`src/rtl/mc_ctrl_if.sv`:
```
// mc_ctrl_if: opcode/status inputs and control strobes between the multicycle controller and its datapath
interface mc_ctrl_if #(parameter int OP_W = 6);
  logic [OP_W-1:0] iOpcode;
  logic [OP_W-1:0] iFunct;
  logic            iMemReady;
  logic            iAluZero;
  logic            oIR_en;
  logic            oMDR_en;
  logic            oRF_Write;
  logic            oPC_en;
  logic            oMemRead;
  logic            oMemWrite;
  logic            oAddrSel;
  logic [OP_W-1:0] oALU_op;
  logic            oHalt;
  logic            oFault;
  modport master (
    output iOpcode, iFunct, iMemReady, iAluZero,
    input  oIR_en, oMDR_en, oRF_Write, oPC_en, oMemRead, oMemWrite, oAddrSel, oALU_op, oHalt, oFault
  );
  modport slave (
    input  iOpcode, iFunct, iMemReady, iAluZero,
    output oIR_en, oMDR_en, oRF_Write, oPC_en, oMemRead, oMemWrite, oAddrSel, oALU_op, oHalt, oFault
  );
endinterface

```
`src/rtl/mc_ctrl.sv`:
```
// mc_ctrl: multicycle CPU control FSM with memory wait timeout, sticky halt and fault
module mc_ctrl #(
  parameter int OP_W        = 6,
  parameter int MEM_TIMEOUT = 16
) (
  input  logic     iClk,
  input  logic     nRst,
  mc_ctrl_if.slave bus
);
  typedef enum logic [2:0] {FETCH, DECODE, EXEC, MEM, WB, HALT, FAULT} state_t;
  localparam logic [OP_W-1:0] OP_R    = '0;
  localparam logic [OP_W-1:0] OP_LW   = OP_W'('h23);
  localparam logic [OP_W-1:0] OP_SW   = OP_W'('h2B);
  localparam logic [OP_W-1:0] OP_BEQ  = OP_W'('h04);
  localparam logic [OP_W-1:0] OP_HLT  = OP_W'('h3F);
  localparam logic [OP_W-1:0] ALU_ADD = OP_W'('h20);
  localparam logic [OP_W-1:0] ALU_SUB = OP_W'('h22);
  // the fault fires on the wait cycle that carries the counter to MEM_TIMEOUT
  localparam logic [7:0]      WAIT_LAST = 8'(MEM_TIMEOUT - 1);
  state_t     r_state;
  state_t     w_next;
  logic       r_run;
  logic [7:0] r_wait;
  logic       w_r;
  logic       w_ld;
  logic       w_st;
  logic       w_beq;
  logic       w_hlt;
  logic       w_req;
  logic       w_timeout;
  assign w_r       = bus.iOpcode == OP_R;
  assign w_ld      = bus.iOpcode == OP_LW;
  assign w_st      = bus.iOpcode == OP_SW;
  assign w_beq     = bus.iOpcode == OP_BEQ;
  assign w_hlt     = bus.iOpcode == OP_HLT;
  assign w_req     = r_run && (r_state == FETCH || (r_state == MEM && (w_ld || w_st)));
  assign w_timeout = !bus.iMemReady && r_wait == WAIT_LAST;
  assign bus.oALU_op = w_r ? bus.iFunct : (w_ld || w_st) ? ALU_ADD : w_beq ? ALU_SUB : '0;
  assign bus.oHalt   = r_state == HALT;
  assign bus.oFault  = r_state == FAULT;
  // next state and strobes; r_run keeps everything quiet until the first edge out of reset
  always_comb begin
    w_next        = r_state;
    bus.oIR_en    = 1'b0;
    bus.oMDR_en   = 1'b0;
    bus.oRF_Write = 1'b0;
    bus.oPC_en    = 1'b0;
    bus.oMemRead  = 1'b0;
    bus.oMemWrite = 1'b0;
    bus.oAddrSel  = 1'b0;
    if (r_run) begin
      case (r_state)
        FETCH: begin
          bus.oMemRead = 1'b1;
          bus.oIR_en   = bus.iMemReady;
          bus.oPC_en   = bus.iMemReady;
          w_next       = bus.iMemReady ? DECODE : w_timeout ? FAULT : FETCH;
        end
        DECODE: w_next = (w_r || w_ld || w_st || w_beq) ? EXEC : w_hlt ? HALT : FAULT;
        EXEC: begin
          bus.oPC_en = w_beq && bus.iAluZero;
          w_next     = w_r ? WB : (w_ld || w_st) ? MEM : w_beq ? FETCH : FAULT;
        end
        MEM: begin
          bus.oAddrSel  = 1'b1;
          bus.oMemRead  = w_ld;
          bus.oMemWrite = w_st;
          bus.oMDR_en   = w_ld && bus.iMemReady;
          w_next        = !(w_ld || w_st) ? FAULT : bus.iMemReady ? (w_ld ? WB : FETCH) : w_timeout ? FAULT : MEM;
        end
        WB: begin
          bus.oRF_Write = 1'b1;
          w_next        = FETCH;
        end
        default: w_next = r_state;
      endcase
    end
  end
  // state, run flag and wait counter; the counter only survives while a request is stalled
  always_ff @(posedge iClk or negedge nRst) begin
    if (!nRst) begin
      r_state <= FETCH;
      r_run   <= 1'b0;
      r_wait  <= '0;
    end else begin
      r_state <= w_next;
      r_run   <= 1'b1;
      r_wait  <= (w_req && !bus.iMemReady) ? r_wait + 8'd1 : '0;
    end
  end
endmodule

```
`src/flat_wrapper.sv`:
```
// flat-port wrapper written by rule: the top's interface ports become plain ports
module mc_ctrl_flat 
#(
  parameter int OP_W        = 6,
  parameter int MEM_TIMEOUT = 16
)
  (iClk, nRst, bus_iOpcode, bus_iFunct, bus_iMemReady, bus_iAluZero, bus_oIR_en, bus_oMDR_en, bus_oRF_Write, bus_oPC_en, bus_oMemRead, bus_oMemWrite, bus_oAddrSel, bus_oALU_op, bus_oHalt, bus_oFault);
  mc_ctrl_if #(.OP_W(OP_W)) bus_i ();
  input  logic iClk;
  input  logic nRst;
  input wire logic [$bits(bus_i.iOpcode)-1:0] bus_iOpcode;
  input wire logic [$bits(bus_i.iFunct)-1:0] bus_iFunct;
  input wire logic [$bits(bus_i.iMemReady)-1:0] bus_iMemReady;
  input wire logic [$bits(bus_i.iAluZero)-1:0] bus_iAluZero;
  output wire logic [$bits(bus_i.oIR_en)-1:0] bus_oIR_en;
  output wire logic [$bits(bus_i.oMDR_en)-1:0] bus_oMDR_en;
  output wire logic [$bits(bus_i.oRF_Write)-1:0] bus_oRF_Write;
  output wire logic [$bits(bus_i.oPC_en)-1:0] bus_oPC_en;
  output wire logic [$bits(bus_i.oMemRead)-1:0] bus_oMemRead;
  output wire logic [$bits(bus_i.oMemWrite)-1:0] bus_oMemWrite;
  output wire logic [$bits(bus_i.oAddrSel)-1:0] bus_oAddrSel;
  output wire logic [$bits(bus_i.oALU_op)-1:0] bus_oALU_op;
  output wire logic [$bits(bus_i.oHalt)-1:0] bus_oHalt;
  output wire logic [$bits(bus_i.oFault)-1:0] bus_oFault;
  assign bus_i.iOpcode = bus_iOpcode;
  assign bus_i.iFunct = bus_iFunct;
  assign bus_i.iMemReady = bus_iMemReady;
  assign bus_i.iAluZero = bus_iAluZero;
  assign bus_oIR_en = bus_i.oIR_en;
  assign bus_oMDR_en = bus_i.oMDR_en;
  assign bus_oRF_Write = bus_i.oRF_Write;
  assign bus_oPC_en = bus_i.oPC_en;
  assign bus_oMemRead = bus_i.oMemRead;
  assign bus_oMemWrite = bus_i.oMemWrite;
  assign bus_oAddrSel = bus_i.oAddrSel;
  assign bus_oALU_op = bus_i.oALU_op;
  assign bus_oHalt = bus_i.oHalt;
  assign bus_oFault = bus_i.oFault;
  mc_ctrl #(.OP_W(OP_W), .MEM_TIMEOUT(MEM_TIMEOUT)) u_core (.iClk(iClk), .nRst(nRst), .bus(bus_i));
endmodule
```
`config.mk`:
```
export PLATFORM = sky130hd
export DESIGN_NAME = mc_ctrl_flat
export DESIGN_NICKNAME = d
export VERILOG_FILES = /design/src/rtl/mc_ctrl_if.sv /design/src/rtl/mc_ctrl.sv /design/src/flat_wrapper.sv
export SDC_FILE = /design/constraint.sdc
export NUM_CORES = 1
export LEC_CHECK = 0
export CORE_MARGIN = 2
export CORE_UTILIZATION = 29
export CTS_CLUSTER_DIAMETER = 100
export DETAILED_ROUTE_END_ITERATION = 10
export MAX_ROUTING_LAYER = met4
export PLACE_DENSITY = 0.55
export SLEW_MARGIN = 40
export SYNTH_ARGS = -nofsm -noshare
export SYNTH_HDL_FRONTEND = slang
export SYNTH_SLANG_ARGS = --single-unit
```
`constraint.sdc`:
```
create_clock -name iClk -period 2.5 [get_ports iClk]
set_input_delay 0.25 -clock iClk [delete_from_list [all_inputs] [get_ports iClk]]
set_output_delay 0.25 -clock iClk [all_outputs]
set_load 0.05 [all_outputs]
```
Word-level counts from Yosys, hierarchy flattened

Index checks and enable logic that the tools add are counted.

Bits in registers: 12
Input port bits: 16
Output and inout port bits: 15
Logic and storage cells: 61

Add/sub/neg operators: 1
Eq/ne operators: 11
Mux-type cells: 30
Reductions and logical operators: 16

Operators by type and width:

| cell                                                            | number |
|---|---|
| 3-bit two-way mux                                               | 10 |
| 6-bit == test, second input constant                            | 3 |
| 6-bit two-way mux                                               | 3 |
| 3-bit one-hot mux with 5 select lines                           | 1 |
| 1-bit two-way mux                                               | 12 |
| 3-bit == test, second input constant                            | 3 |
| 8-bit by 1-bit adder with 8-bit output, second input constant   | 1 |
| 8-bit by 4-bit == test with 1-bit output, second input constant | 1 |
| 8-bit two-way mux                                               | 1 |
| 3-bit by 2-bit == test with 1-bit output, second input constant | 2 |
| 6-bit by 3-bit == test with 1-bit output, second input constant | 1 |
| 1-bit logical AND                                               | 6 |
| 6-bit zero test                                                 | 1 |
| 1-bit logical OR                                                | 5 |
| 5-bit nonzero test                                              | 1 |
| 1-bit one-hot mux with 2 select lines                           | 2 |
| 3-bit by 1-bit == test with 1-bit output, second input constant | 1 |
| 3-bit zero test                                                 | 1 |
| 2-bit two-way mux                                               | 1 |
| 2-bit AND reduction                                             | 1 |
| 1-bit zero test                                                 | 1 |

Logic depth before layout (Yosys ltp)

Depth in word-level cells: 7
Mapped depth: 5
Mapped depth without buffers: 5

Least setup slack after synthesis

OpenSTA, ideal clock, no wires.

Path type: register to output
Start: register u_core.r_state[1]
End: output port bus_oMDR_en
Data arrival time: 1929 ps
Required time: 2250 ps
Slack: 321 ps
Stages on the path, launching flop included: 4
Path buffers: 1
Cell sequence: dfrtp_1 > clkbuf_1 > nand4_1 > nor3_1

Cells in the longest elaborated chain, start to end: 3

Ends and longest elaborated chain:

| item                                     | line               | text |
|---|---|---|
| start, declared                          | mc_ctrl.sv:20      | `state_t r_state;` |
| start signal, assigned                   | mc_ctrl.sv:86      | `r_state <= w_next;` |
| 3-bit by 2-bit == test with 1-bit output | mc_ctrl.sv:52      | `case (r_state)` |
| 1-bit two-way mux                        | mc_ctrl.sv:52      |  |
| 1-bit two-way mux                        | mc_ctrl.sv:51      | `if (r_run) begin` |
| end, declared                            | flat_wrapper.sv:16 | `output wire logic [$bits(bus_i.oMDR_en)-1:0] bus_oMDR_en;` |

No other way between the ends.

Worst setup path after layout

Start: register u_core.r_state[1]
End: output port bus_oIR_en

Cells in the longest elaborated chain, start to end: 3

Ends and longest elaborated chain:

| item              | line               | text |
|---|---|---|
| 3-bit zero test   | mc_ctrl.sv:52      |  |
| 1-bit two-way mux | mc_ctrl.sv:52      |  |
| 1-bit two-way mux | mc_ctrl.sv:51      |  |
| end, declared     | flat_wrapper.sv:15 | `output wire logic [$bits(bus_i.oIR_en)-1:0] bus_oIR_en;` |

No other way between the ends.

==> impl_metrics.py <==
metrics = {
    "status": {
        "status": "finished clean",
    },
    "finish": {
        "drive_gt1_frac": 0.154,
        "regArea_um2": 300,
        "fill_cells": 281,
        "fin_cells": 167,
        "n_antenna_cell": 0,
        "area_delta_synth_final_pct": 59.8,
        "multi_input_area_um2": 493,
        "layout.nets": 154,
    },
    "clocking": {
        "postCtsSetupBuffers": 0,
        "cts_sinks": 12,
        "clk-insertion-delay-late_ns": 0.27,
        "ctsResizeCount": 0,
        "cts_hold_buffers": 0,
        "cts_buffer_depth": 2,
        "root_buffer": "clkbuf_4",
        "numCtsBuffers": 3,
        "cts_tree": "built",
        "clk_pin_slew_ns": 0.07,
        "cts_htree_levels": 1,
    },
    "synth": {
        "synth_most_common_cell": "nor2_1",
        "syn_area_um2": 820,
        "synth.largest_area_cell": "dfrtp_1",
        "synth_cells": 101,
        "ys_warn_count": 0,
        "synth_edf_count": 0,
        "synthArstFlopShare": 1.00,
        "synth.top_cell.area_share": 0.366,
        "synth_area_per_cell_um2": 8.11,
        "synth_cell_types": 35,
        "syn-num-nets": 118,
        "synth_area_leaders": "dfrtp_1, nor2_1, xnor2_1",
        "ys_seq_elements": 12,
        "yosysSeqAreaShare": 0.366,
        "synth_ff_type": "dfrtp_1",
        "yosys-top-cells-count": "nor2_1, dfrtp_1, nand2_1",
    },
    "timing": {
        "hold_violations": 0,
        "timing.hold.ws_ns": 0.315,
        "fin_tns_setup_ns": 0,
        "setup_slack_ns": 0.145,
        "slew_headroom": 0.653,
        "min_period_ns": 2.36,
        "slew_violations": 0,
        "clock_skew_ns": 0.00525,
        "finalSetupViolCount": 0,
        "timing.final.crit_share": 0.942,
        "worstMarginPinSlew_ns": 0.519,
        "rsz0062_at_grt": "no",
        "fmax_mhz": 425,
    },
    "critical_path": {
        "crit_type": "register to output port",
        "slowest_stage": "clkdlybuf4s50_1",
        "arrival_ns": 2.11,
        "crit_path_max_fanout": 12,
        "critPathCaptureType": "output port",
        "r2r-start": "u_core.r_wait[5]$_DFF_PN0_",
        "rr_worst_depth": 4,
        "r2r-end": "u_core.r_state[2]$_DFFE_PN0P_",
        "required_ns": 2.25,
        "reg2reg_slack_ns": 0.87,
        "crit_top_cell": "nor2_1",
        "worstPathCellList": "nor2_1 > nand2_1 > nor2_1 > clkdlybuf4s50_1",
        "cp_slowest_stage_delay_ns": 0.81,
        "start_kind": "register",
    },
    "pwr": {
        "p_total_mw": 0.478,
        "p_per_area_nw_per_um2": 365,
        "ir_drop_uv": 308,
        "leakage_nw": 0.503,
    },
    "routing": {
        "num_vias": 840,
        "drc": 0,
        "viasPerCell": 5.03,
        "firstDrtPassIters": 4,
        "finalWirelength_mm": 2.12,
        "first_iter_violations": 18,
        "drt-wirelength-per-cell_um": 12.7,
        "drt.antenna.violating_nets": 0,
    },
    "global_route": {
        "grtUsageTotal": 0.140,
        "met3_usage": 0.0159,
        "antenna_found_initial": 0,
        "grt_busiest_layer": "met2",
        "grt_pass1_vias": 802,
        "grt_pass1_wl_mm": 3.47,
        "overflow": 0,
        "groute.layer.met1.usage": 0.170,
        "grt_use_met2": 0.227,
        "grt_max_degree": 13,
    },
    "floorplanning": {
        "die_height_um": 57.2,
        "rows": 19,
        "die-area_um2": 3270,
        "boundaryPins": 31,
        "die_w_um": 57.2,
        "start_util": 0.302,
        "core_area_um2": 2710,
    },
    "placement": {
        "pre_cts_slack_ns": 0.317,
        "numPortBuffers": 30,
        "dp_hpwl_mm": 1.71,
        "gp_congestion": 0.906,
        "dp_cells": 163,
    },
    "run": {
        "drv_cap": 0,
    },
    "worst_hold_path": {
        "hold_path_class": "primary input to asynchronous set/reset pin",
    },
}
-- power breakdown --
group / switching [mW] / internal, mW
combinational: 0.0642 / 0.0539
sequential: 0.00853 / 0.200
clock: 0.0622 / 0.0886
total: 0.135 / 0.343
-- layout by cell type, fill, tap and decap left out --
cell type        count
nor3_2               1
a211o_1              1
a21boi_1             2
or4_4                1
conb_1               1
nor3b_1              1
nand2b_1             3
nand2_1              8
a2111oi_2            1
buf_12              10
o21bai_1             2
buf_4                3
dfrtp_1             12
a32oi_1              1
and2_1               4
o32a_1               1
inv_1                5
ha_1                 1
or4_1                1
and4_1               1
nand3_1              4
nor2b_1              1
xnor2_1              4
a2bb2oi_1            1
clkbuf_4             3
clkbuf_8             1
and3_2               1
clkdlybuf4s50_1     20
nor2_1              18
o22ai_1              1
nand4_1              1
xor2_1               2
o21ai_0              5
and3_1               2
a21boi_0             1
and4b_1              1
a21oi_1              3
nor3_1               5
o21a_1               2
-- registers in the layout (all words and copies together), names as in the netlist --
| name | count |
|---|---|
| u_core.r_wait | 8 |
| u_core.r_state | 3 |
| u_core.r_run | 1 |
-- cell families (layout without fill, tap and decap cells) --
| group | Yosys count | after routing | share of synthesized area |
|---|---|---|---|
| fa+ha+maj | 1 | 1 | 0.0153 |
| compound gates | 21 | 21 | 0.183 |
| buf+inv | 7 | 42 | 0.0321 |
| other cells | 1 | 1 | 0.00458 |
| xor+xnor | 6 | 6 | 0.0641 |
| flops | 12 | 12 | 0.366 |
| simple gates | 53 | 53 | 0.334 |
-- metrics by stage --
step / cell area [um2] / utilization
after detailed placement: 1270 / 0.470
after global placement: 1270 / 0.470
after CTS: 1310 / 0.483
final: 1310 / 0.483
after global routing: 1310 / 0.483
after floorplan: 820 / -
-- layout make-up --
| cell class | instances | share of cell area |
|---|---|---|
| Multi-Input combinational cell | 82 | 0.376 |
| Tap cell | 31 | 0.0296 |
| Inverter | 5 | 0.0143 |
| Sequential cell | 12 | 0.229 |
| Timing Repair Buffer | 33 | 0.323 |
| Clock buffer | 4 | 0.0277 |
-- worst max-delay path, delay by kind of cell (launching register included) --
| kind | cells | cell delay, ns |
|---|---|---|
| flip-flops | 1 | 0.50 |
| buffers and inverters | 1 | 0.81 |
| AND/OR/NAND/NOR | 3 | 0.52 |
-- how the worst max path moves through the flow --
stage / from / endpoint / slack [ns] / cells after the start
finish: u_core.r_state[1]$_DFFE_PN0P_ / bus_oIR_en / 0.14 / 4
global route: u_core.r_state[1]$_DFFE_PN0P_ / bus_oIR_en / 0.07 / 4
CTS: u_core.r_state[1]$_DFFE_PN0P_ / bus_oIR_en / 0.17 / 4
detailed placement: bus_iOpcode[3] / bus_oALU_op[2] / 0.32 / 5
global placement: bus_iOpcode[3] / bus_oALU_op[4] / 0.37 / 5
floorplan: u_core.r_state[1]$_DFFE_PN0P_ / bus_oMDR_en / 0.32 / 3
-- per-layer routing --
metal	routed length (um)	vias to the layer above
li1	-	420
met2	919	33
met5	0	-
met3	135	7
met1	1020	380
met4	53	0
(Power assumes the default switching activity.)
